$ cat src/rtl/anchor_window_addr_gen_pkg.sv
// Shared types and helpers for the anchor-window address generator and its
// tap counter.
package anchor_pkg;

    localparam logic [0:0] ST_IDLE  = 1'b0;
    localparam logic [0:0] ST_BURST = 1'b1;

    typedef enum logic [0:0] {
        IDLE  = ST_IDLE,
        BURST = ST_BURST
    } state_t;

    localparam int KERNEL_SIZE_DEF = 3;
    localparam int TAPS            = KERNEL_SIZE_DEF * KERNEL_SIZE_DEF;

    // Signed coordinate width: 32-bit unsigned anchor plus kernel offset minus padding.
    localparam int COORD_W = 34;

    function automatic logic in_image(
        input logic signed [COORD_W-1:0] row,
        input logic signed [COORD_W-1:0] col,
        input logic signed [COORD_W-1:0] height,
        input logic signed [COORD_W-1:0] width
    );
        return (row >= 0) && (row < height) && (col >= 0) && (col < width);
    endfunction

endpackage

$ cat src/rtl/anchor_window_addr_gen_counter.sv
// Nested kr/kc window tap counter. kr_next/kc_next are the values the counter
// takes at the next edge, so callers can register per-tap results in step.
module window_tap_counter #(
    parameter int K  = 3,
    parameter int CW = 2
) (
    input  logic          clk,
    input  logic          clear,
    input  logic          advance,
    output logic [CW-1:0] kr_next,
    output logic [CW-1:0] kc_next,
    output logic          first,
    output logic          last
);

    localparam logic [CW-1:0] K_MAX = CW'(K - 1);

    logic [CW-1:0] kr;
    logic [CW-1:0] kc;

    always_comb begin
        kr_next = kr;
        kc_next = kc;
        if (clear) begin
            kr_next = '0;
            kc_next = '0;
        end else if (advance) begin
            if (kc == K_MAX) begin
                kc_next = '0;
                kr_next = (kr == K_MAX) ? '0 : kr + CW'(1);
            end else begin
                kc_next = kc + CW'(1);
            end
        end
    end

    always_ff @(posedge clk) begin
        kr <= kr_next;
        kc <= kc_next;
    end

    assign first = (kr == '0) && (kc == '0);
    assign last  = (kr == K_MAX) && (kc == K_MAX);

endmodule

$ cat src/rtl/anchor_window_addr_gen.sv
// Expands each accepted (height, width) anchor into its K x K window of
// feature-map read addresses, row-major, flagging taps that fall in the padding.
module anchor_window_addr_gen
    import anchor_pkg::*;
#(
    parameter int IMG_WIDTH   = 32,
    parameter int IMG_HEIGHT  = 32,
    parameter int KERNEL_SIZE = KERNEL_SIZE_DEF,
    parameter int PAD         = 1,
    parameter int BASE_ADDR   = 0,
    parameter int ADDR_WIDTH  = 10
) (
    input  logic                  clk,
    input  logic                  rst,
    input  logic                  enable,
    input  logic                  anchor_valid,
    input  logic [31:0]           anchor_height,
    input  logic [31:0]           anchor_width,
    output logic                  anchor_ready,
    output logic                  addr_valid,
    input  logic                  addr_ready,
    output logic [ADDR_WIDTH-1:0] rd_addr,
    output logic                  pad,
    output logic                  win_first,
    output logic                  win_last
);

    localparam int CW = (KERNEL_SIZE > 1) ? $clog2(KERNEL_SIZE) : 1;

    state_t                    state;
    logic [31:0]               anc_h;
    logic [31:0]               anc_w;
    logic [CW-1:0]             kr_next;
    logic [CW-1:0]             kc_next;
    logic                      cnt_first;
    logic                      cnt_last;
    logic                      accept;
    logic                      advance;
    logic                      done;
    logic                      clear;
    logic [31:0]               h_src;
    logic [31:0]               w_src;
    logic signed [COORD_W-1:0] row;
    logic signed [COORD_W-1:0] col;
    logic                      tap_pad;
    logic [ADDR_WIDTH-1:0]     tap_addr;

    // Handshakes: a transfer happens on a cycle where valid & ready are both 1;
    // valid never depends on ready, and a presented tap is held until taken.
    assign anchor_ready = (state == IDLE) && enable && !rst;
    assign accept       = anchor_valid && anchor_ready;
    assign advance      = (state == BURST) && addr_valid && addr_ready;
    assign done         = advance && cnt_last;
    assign clear        = rst || !enable || accept || done;

    window_tap_counter #(
        .K  (KERNEL_SIZE),
        .CW (CW)
    ) u_counter (
        .clk     (clk),
        .clear   (clear),
        .advance (advance),
        .kr_next (kr_next),
        .kc_next (kc_next),
        .first   (cnt_first),
        .last    (cnt_last)
    );

    // Tap math runs on the tap about to be registered: the new anchor on
    // acceptance, otherwise the latched anchor at the counter's next position.
    always_comb begin
        h_src    = accept ? anchor_height : anc_h;
        w_src    = accept ? anchor_width  : anc_w;
        row      = signed'({2'b00, h_src}) + signed'(COORD_W'(kr_next)) - COORD_W'(PAD);
        col      = signed'({2'b00, w_src}) + signed'(COORD_W'(kc_next)) - COORD_W'(PAD);
        tap_pad  = !in_image(row, col, COORD_W'(IMG_HEIGHT), COORD_W'(IMG_WIDTH));
        tap_addr = '0;
        if (!tap_pad) begin
            tap_addr = ADDR_WIDTH'(BASE_ADDR) + ADDR_WIDTH'(row) * ADDR_WIDTH'(IMG_WIDTH)
                     + ADDR_WIDTH'(col);
        end
    end

    always_ff @(posedge clk) begin
        if (rst) begin
            state      <= IDLE;
            anc_h      <= '0;
            anc_w      <= '0;
            addr_valid <= 1'b0;
            rd_addr    <= '0;
            pad        <= 1'b0;
        end else if (!enable) begin
            state      <= IDLE;
            addr_valid <= 1'b0;
            rd_addr    <= '0;
            pad        <= 1'b0;
        end else if (accept) begin
            state      <= BURST;
            anc_h      <= anchor_height;
            anc_w      <= anchor_width;
            addr_valid <= 1'b1;
            rd_addr    <= tap_addr;
            pad        <= tap_pad;
        end else if (done) begin
            state      <= IDLE;
            addr_valid <= 1'b0;
            rd_addr    <= '0;
            pad        <= 1'b0;
        end else if (advance) begin
            rd_addr    <= tap_addr;
            pad        <= tap_pad;
        end
    end

    assign win_first = addr_valid && cnt_first;
    assign win_last  = addr_valid && cnt_last;

endmodule

$ cat config.mk
export PLATFORM = sky130hd
export DESIGN_NAME = anchor_window_addr_gen
export DESIGN_NICKNAME = d
export VERILOG_FILES = /design/src/rtl/anchor_window_addr_gen_pkg.sv /design/src/rtl/anchor_window_addr_gen_counter.sv /design/src/rtl/anchor_window_addr_gen.sv
export SDC_FILE = /design/constraint.sdc
export NUM_CORES = 1
export LEC_CHECK = 0
export ABC_AREA = 1
export BUFFER_PORTS_ARGS = -buffer_cell sky130_fd_sc_hd__buf_2
export CAP_MARGIN = 10
export CORE_MARGIN = 2
export CORE_UTILIZATION = 47
export DETAILED_ROUTE_END_ITERATION = 12
export HOLD_SLACK_MARGIN = 0.02
export MAX_ROUTING_LAYER = met4
export PLACE_DENSITY = 0.69
export SYNTH_ARGS = -nofsm -noshare
export SYNTH_HDL_FRONTEND = slang
export SYNTH_HIERARCHICAL = 1
export SYNTH_SLANG_ARGS = --single-unit
$ cat constraint.sdc
create_clock -name clk -period 4.2 [get_ports clk]
set_input_delay 0.42 -clock clk [delete_from_list [all_inputs] [get_ports clk]]
set_output_delay 0.42 -clock clk [all_outputs]
set_load 0.01 [all_outputs]
# --- Yosys cells after proc, flatten, opt, wreduce, memory -nomap -nowiden ---
# Cells that the tools add are included.
totals:
  register_bits: 80
  inputBits: 69
  output_inout_bits: 15
  wordCells: 63
classes:
  addsub: 7
  order_cmp: 4
  n_eq_ne: 2
  muxes: 18
  bitwise_logic: 2
  n_reduce_logical: 23
op_table:
  columns: ["cell", "n"]
  rows:
  - ["34-bit by 1-bit >= comparator with 1-bit output (second input constant)", 2]
  - ["34-bit by 7-bit less-than comparator with 1-bit output (second input constant)", 2]
  - ["33-bit by 1-bit subtractor with 34-bit output (second input constant)", 2]
  - ["32-bit by 2-bit adder with 33-bit output", 2]
  - ["32-bit 2-to-1 mux", 2]
  - ["10-bit 2-to-1 mux", 4]
  - ["2-bit 2-to-1 mux", 7]
  - ["1-bit logical AND", 12]
  - ["10-bit adder", 1]
  - ["1-bit 2-to-1 mux", 5]
  - ["2-bit by 1-bit adder with 2-bit output (second input constant)", 2]
  - ["2-bit == test (second input constant)", 2]
  - ["2-bit logical NOT", 2]
  - ["1-bit logical NOT", 3]
  - ["1-bit logical OR", 3]
  - ["3-bit nonzero test", 1]
  - ["1-bit inverter", 2]
  - ["2-bit nonzero test", 1]
  - ["2-bit OR reduction", 1]

# --- Depth between registers and ports, before layout ---
depth:
  ltp_word: 17
  ltp_mapped: 34
  mapped_depth_nobuf: 32

# --- Hierarchy ---
# The synthesis kept the hierarchy.
modules_own_cells:
  columns: ["mod", "instances", "cells_per_inst", "area_per_inst_um2", "seq_area_each_um2"]
  rows:
  - ["anchor_window_addr_gen", 1, 1294, 7742.4, 1521.5]
  - ["window_tap_counter", 1, 30, 192.7, 80.1]

# --- Least setup slack after synthesis ---
# Ideal clock, no wire load.
synth_path:
  path_type: "register to register"
  startpoint: "register state"
  endpoint: "register rd_addr[9]"
  setup_time_ps: 70
  arrival_ps: 4401
  t_required_ps: 4130
  setup_slack_ps: -271
  path_stages_with_launch: 29
  path_buffers: 3
  synth_period_minus_slack_ps: 4471
  cell_sequence: "dfxtp_1 > inv_2 > nand4_4 > buf_6 > clkbuf_1 > clkbuf_1 > nand3_1 > inv_2 > nand2_1 > nor2_1 > inv_1 > ha_1 > inv_1 > ha_1 > fa_1 > nand3_1 > nand3b_1 > nand2_1 > inv_1 > ha_1 > fa_1 > nand2_1 > nand2_1 > a21oi_1 > xnor2_1 > o21ai_0 > a21oi_1 > nand4_1 > a21oi_1"
synth_via:
  elab_cells_between_ends: 31
  classes_between: "5 x add/sub; 4 x order compare; 10 x mux; 1 x bitwise; 11 x reduce/logical"
synth_lines:
  columns: ["element", "line_no", "source"]
  rows:
  - ["start: declaration", "anchor_window_addr_gen.sv:30", "state_t state;"]
  - ["start signal: assignment", "anchor_window_addr_gen.sv:86", "state <= IDLE;"]
  - ["start signal: assignment", "anchor_window_addr_gen.sv:93", "state <= IDLE;"]
  - ["start signal: assignment", "anchor_window_addr_gen.sv:98", "state <= BURST;"]
  - ["1-bit inverter", "anchor_window_addr_gen.sv:50", "assign anchor_ready = (state == IDLE) && enable && !rst;"]
  - ["1-bit logical AND (2 in series)", "anchor_window_addr_gen.sv:50", null]
  - ["1-bit logical AND", "anchor_window_addr_gen.sv:51", "assign accept = anchor_valid && anchor_ready;"]
  - ["1-bit logical OR", "anchor_window_addr_gen.sv:54", "assign clear = rst || !enable || accept || done;"]
  - ["1-bit logical OR (*)", "anchor_window_addr_gen.sv:54", null]
  - ["net clear", "anchor_window_addr_gen.sv:40", "logic clear;"]
  - ["2-bit 2-to-1 mux (*)", "anchor_window_addr_gen_counter.sv:24", "if (clear) begin"]
  - ["net kc_next[1]", "anchor_window_addr_gen.sv:34", "logic [CW-1:0] kc_next;"]
  - ["32-bit by 2-bit adder with 33-bit output (*)", "anchor_window_addr_gen.sv:75", "col = signed'({2'b00, w_src}) + signed'(COORD_W'(kc_next)) - COORD_W'(PAD);"]
  - ["33-bit by 1-bit subtractor with 34-bit output (*)", "anchor_window_addr_gen.sv:75", null]
  - ["34-bit by 1-bit >= comparator with 1-bit output", "anchor_window_addr_gen_pkg.sv:25", "return (row >= 0) && (row < height) && (col >= 0) && (col < width);"]
  - ["1-bit logical AND (2 in series)", "anchor_window_addr_gen_pkg.sv:25", null]
  - ["10-bit 2-to-1 mux (*)", "anchor_window_addr_gen.sv:78", "if (!tap_pad) begin"]
  - ["10-bit 2-to-1 mux", "anchor_window_addr_gen.sv:109", "end else if (advance) begin"]
  - ["10-bit 2-to-1 mux", "anchor_window_addr_gen.sv:104", "end else if (done) begin"]
  - ["10-bit 2-to-1 mux (*)", "anchor_window_addr_gen.sv:97", "end else if (accept) begin"]
  - ["end signal: assignment", "anchor_window_addr_gen.sv:102", "rd_addr <= tap_addr;"]
  - ["end signal: assignment", "anchor_window_addr_gen.sv:110", "rd_addr <= tap_addr;"]
  - ["end: declaration", "anchor_window_addr_gen.sv:22", "output logic [ADDR_WIDTH-1:0] rd_addr,"]
# The timed path passes the listed nets; every way through them passes the cells marked *. The select of a mux whose other input is x is not followed.
# A chain may end at the register's enable or synchronous reset.

# --- Final worst setup path ---
layout_path:
  startpoint: "register state"
  endpoint: "register rd_addr[3]"
layout_via:
  elab_chain_len: 17
  elab_cells_between_ends: 31
  classes_between: "5 x add/sub; 4 x order compare; 10 x mux; 1 x bitwise; 11 x reduce/logical"
layout_lines:
  columns: ["element", "line_no", "source"]
  rows:
  - ["1-bit inverter", "anchor_window_addr_gen.sv:50", null]
  - ["1-bit logical AND (2 in series)", "anchor_window_addr_gen.sv:50", null]
  - ["1-bit logical AND", "anchor_window_addr_gen.sv:51", null]
  - ["1-bit logical OR (2 in series)", "anchor_window_addr_gen.sv:54", null]
  - ["2-bit 2-to-1 mux", "anchor_window_addr_gen_counter.sv:24", null]
  - ["32-bit by 2-bit adder with 33-bit output", "anchor_window_addr_gen.sv:74", "row = signed'({2'b00, h_src}) + signed'(COORD_W'(kr_next)) - COORD_W'(PAD);"]
  - ["33-bit by 1-bit subtractor with 34-bit output", "anchor_window_addr_gen.sv:74", null]
  - ["34-bit by 1-bit >= comparator with 1-bit output / 34-bit by 7-bit less-than comparator with 1-bit output (equally long branches)", "anchor_window_addr_gen_pkg.sv:25", null]
  - ["1-bit logical AND (3 in series)", "anchor_window_addr_gen_pkg.sv:25", null]
  - ["10-bit 2-to-1 mux", "anchor_window_addr_gen.sv:78", null]
  - ["10-bit 2-to-1 mux", "anchor_window_addr_gen.sv:109", null]
  - ["10-bit 2-to-1 mux", "anchor_window_addr_gen.sv:104", null]
  - ["10-bit 2-to-1 mux", "anchor_window_addr_gen.sv:97", null]
# Several ways; a longest one is shown, not always the timed one. The select of a mux whose other input is x is not followed.

==> key figures <==
Outcome
  • Run status: completed

Clock tree
  • Clock H-tree levels: 3
  • CTS Buf Count: 9
  • Worst skew pair latency: 0.36 ns
  • Clk sink count: 80
  • Buffer type at the clock tree root: clkbuf_16
  • Clock transition at path regs: 0.07 ns
  • Hold Buf Count CTS: 0
  • Clock Path Buffers: 2
  • TritonCTS clock tree: yes

STA
  • Max Freq: 0.2530 GHz
  • Hold Fails Final Rpt: 0
  • Setup TNS: 0 ns
  • Tcrit/Tclk final: 94.13%
  • Hold Worst Slack: 0.3247 ns
  • Max-slew violations: 0
  • Final setup fails: 0
  • Final min period: 3.953 ns
  • Worst Skew: 0.006988 ns
  • Slew of the pin with the lowest slew margin: 0.7134 ns
  • Slew Limit Headroom: 52.44%

Synth
  • Synth Area in XOR/XNOR: 2.097%
  • Net Count, Synth: 1467
  • Multiplexer share of the synthesized area: 0.6307%
  • Mean post-synth cell area: 5.993 um2
  • Main flop type after synthesis: dfxtp_1
  • Yosys warnings: 6
  • #FFs+latches synth: 80
  • Synth Area in Compound Gates: 14.49%
  • Number of synthesized flops with an enable pin: 0
  • Synthesized-area fraction occupied by adder cells: 11.95%
  • Synth top cells by count: 316 x nand2_1, 207 x inv_1, 170 x nor2_1
  • Asr flop ratio synth: 0%
  • Library cells used by synthesis: 41
  • Simple-gate area share of the yosys netlist: 39.14%
  • Post-synthesis sequential area ratio: 20.18%
  • Largest family of logic cells by synthesized area: simple AND/OR/NAND/NOR gates
  • Cell taking the most area after synthesis: dfxtp_1
  • Post-Syn Instances: 1324
  • Top-area cell type share of the netlist area: 20.18%
  • Cell Area, Synth: 7935 um2
  • Most common cell in the netlist: nand2_1
  • Largest cells by area after synthesis: dfxtp_1 20%, nand2_1 15%, ha_1 11%

Die
  • Core Footprint: 16520 um2
  • IO Count: 84
  • Die Y: 133.9 um
  • Die X: 133.9 um
  • # rows: 47
  • Die area: 17940 um2
  • Starting density of the core: 48.02%

GRT
  • Antenna violations before repair: 0
  • GRT Util Overall: 25.04%
  • Gr ovfl total: 0
  • First-pass GRT wire length: 35.80 mm
  • Largest net degree at the start of global routing: 63
  • Vias in the first global route: 7677

Setup path
  • CP Max Fanout: 23
  • Worst Path Required: 4.48 ns
  • Largest stage delay, worst path: 0.39 ns
  • Critical Path AT: 4.23 ns
  • Reg-to-Reg Start: state
  • Startpoint Class: register
  • Crit Path Class: reg2reg
  • Crit path from: state
  • Worst setup EP type: register
  • Crit path top cell by count: nand2_1
  • Slowest-stage cell, CP: dfxtp_4

Routing
  • Routed vias/inst: 5.072
  • Detailed-route via count: 8349
  • DR pass1 iterations: 6
  • Final WL: 21.93 mm
  • Antenna viol nets, final: 0
  • Wire length per cell: 13.33 um
  • Post-route DRC: 0
  • Initial DRC count: 582

Placement
  • Area after DPL: 8703 um2
  • DP HPWL: 17.28 mm
  • PortBufs: 83
  • RePlAce Congestion: 0.9604
  • Inst Count DP: 1623

Layout
  • N_diodes: 0
  • Area grow syn2layout: 17.55%
  • Share of cells above drive strength 1: 19.07%
  • Layout Nets: 1564
  • Non-Filler Instances: 1646
  • Design area: 9328 um2

Worst hold path
  • Worst min-delay path class: in2reg
  • Hold wc startpoint: rst

Run
  • MaxCap Viol Count: 0

Pwr
  • PwrDens: 361.0 nW/um2
  • Peak supply drop: 0.0002354 V
  • Pleak: 0.005305 uW
[worst max-delay path, delay by kind of cell (launching register included)]
family	cells	cell delay, ns
fa+ha+maj	1	0.24
flops	1	0.39
simple gates	15	2.03
compound gates	4	0.53
buf+inv	5	0.70
[where the power goes]
| group | leakage [uW] | switching [uW] | internal (uW) |
|---|---|---|---|
| sequential | 0.000654 | 7.88 | 788 |
| combinational | 0.00451 | 1100 | 623 |
| clock | 0.000145 | 380 | 472 |
[timing repair]
action	in CTS	in global routing
buffers inserted	0	4
resized for setup	3	76
pin swaps	0	18
cloned	0	2
endpoints found under the setup margin	11	11
hold endpoints to repair	0	0
[final timing paths]
| check | end | slack (ns) | cells past startpoint |
|---|---|---|---|
| worst max-delay path | rd_addr[3] | 0.25 | 25 |
| worst min-delay path | anc_h[28] | 0.32 | 2 |
| worst max register to register | rd_addr[3] | 0.25 | 25 |
| worst min register to register | rd_addr[1] | 0.46 | 2 |
[flip-flops by register name (all words and copies together), names as in the netlist]
name / cells
u_counter/kr: 2
rd_addr: 10
anc_w: 32
pad: 1
anc_h: 32
u_counter/kc: 2
state: 1
[metal layers]
metal  track usage [%]  vias up  part of all wire [%]  wire length [um]
li1                  -     4442                     -                 -
met1             33.61     3665                    49             10770
met2             40.00      210                    44              9654
met3             3.666       32                   5.5              1210
met4             5.615        0                   1.4               299
met5                 -        -                     0                 0
[stage by stage]
stage                     setup WS, ns  utilization, %  total power [uW]
after global placement         -0.1047           52.67              2433
after detailed placement       -0.1153           52.67              2436
after CTS                      0.02271           54.60              3302
after floorplan                0.09368               -              2043
after global routing          -0.02759           56.45              3642
final                           0.2467           56.45              3367
[final cells by class]
cell class              count  area [um2]
inverters                 213       804.5
well taps                 220       275.3
clock inverters             7       82.58
flip-flops and latches     80        1612
repair buffers            112       663.1
fillers                  1693        7197
multi-input cells        1005        5665
clock buffers               9       225.2
[cells by family (layout without fill, tap and decap cells)]
family                     Yosys count  in the layout
AOI/OAI and AO/OA                  211            211
xor gates and xnor gates            19             19
adders and majority gates           74             74
buffers and inverters              239            341
DFF                                 80             80
muxes                                5              5
and+or+nand+nor                    696            696
[placed cells by master (no fill, tap or decap), types with 5 or more instances in the layout]
master and instances:
nand2_1 305, inv_1 205, nor2_1 162, buf_2 84, o21ai_0 78, dfxtp_1 76
a21oi_1 75, ha_1 63, nand3_1 61, or2_2 55, nand4_1 27, nand2_2 25
buf_4 23, nand3b_1 16, nor3_1 13, xnor2_1 12, a21o_1 11, a21oi_2 10
nor2_2 9, clkbuf_16 9, o21bai_1 8, xor2_1 7, inv_2 6, o21ai_1 6
nand3_2 6, nand2_4 5, ha_4 5
Note: power is estimated with default switching activity, not from simulation.
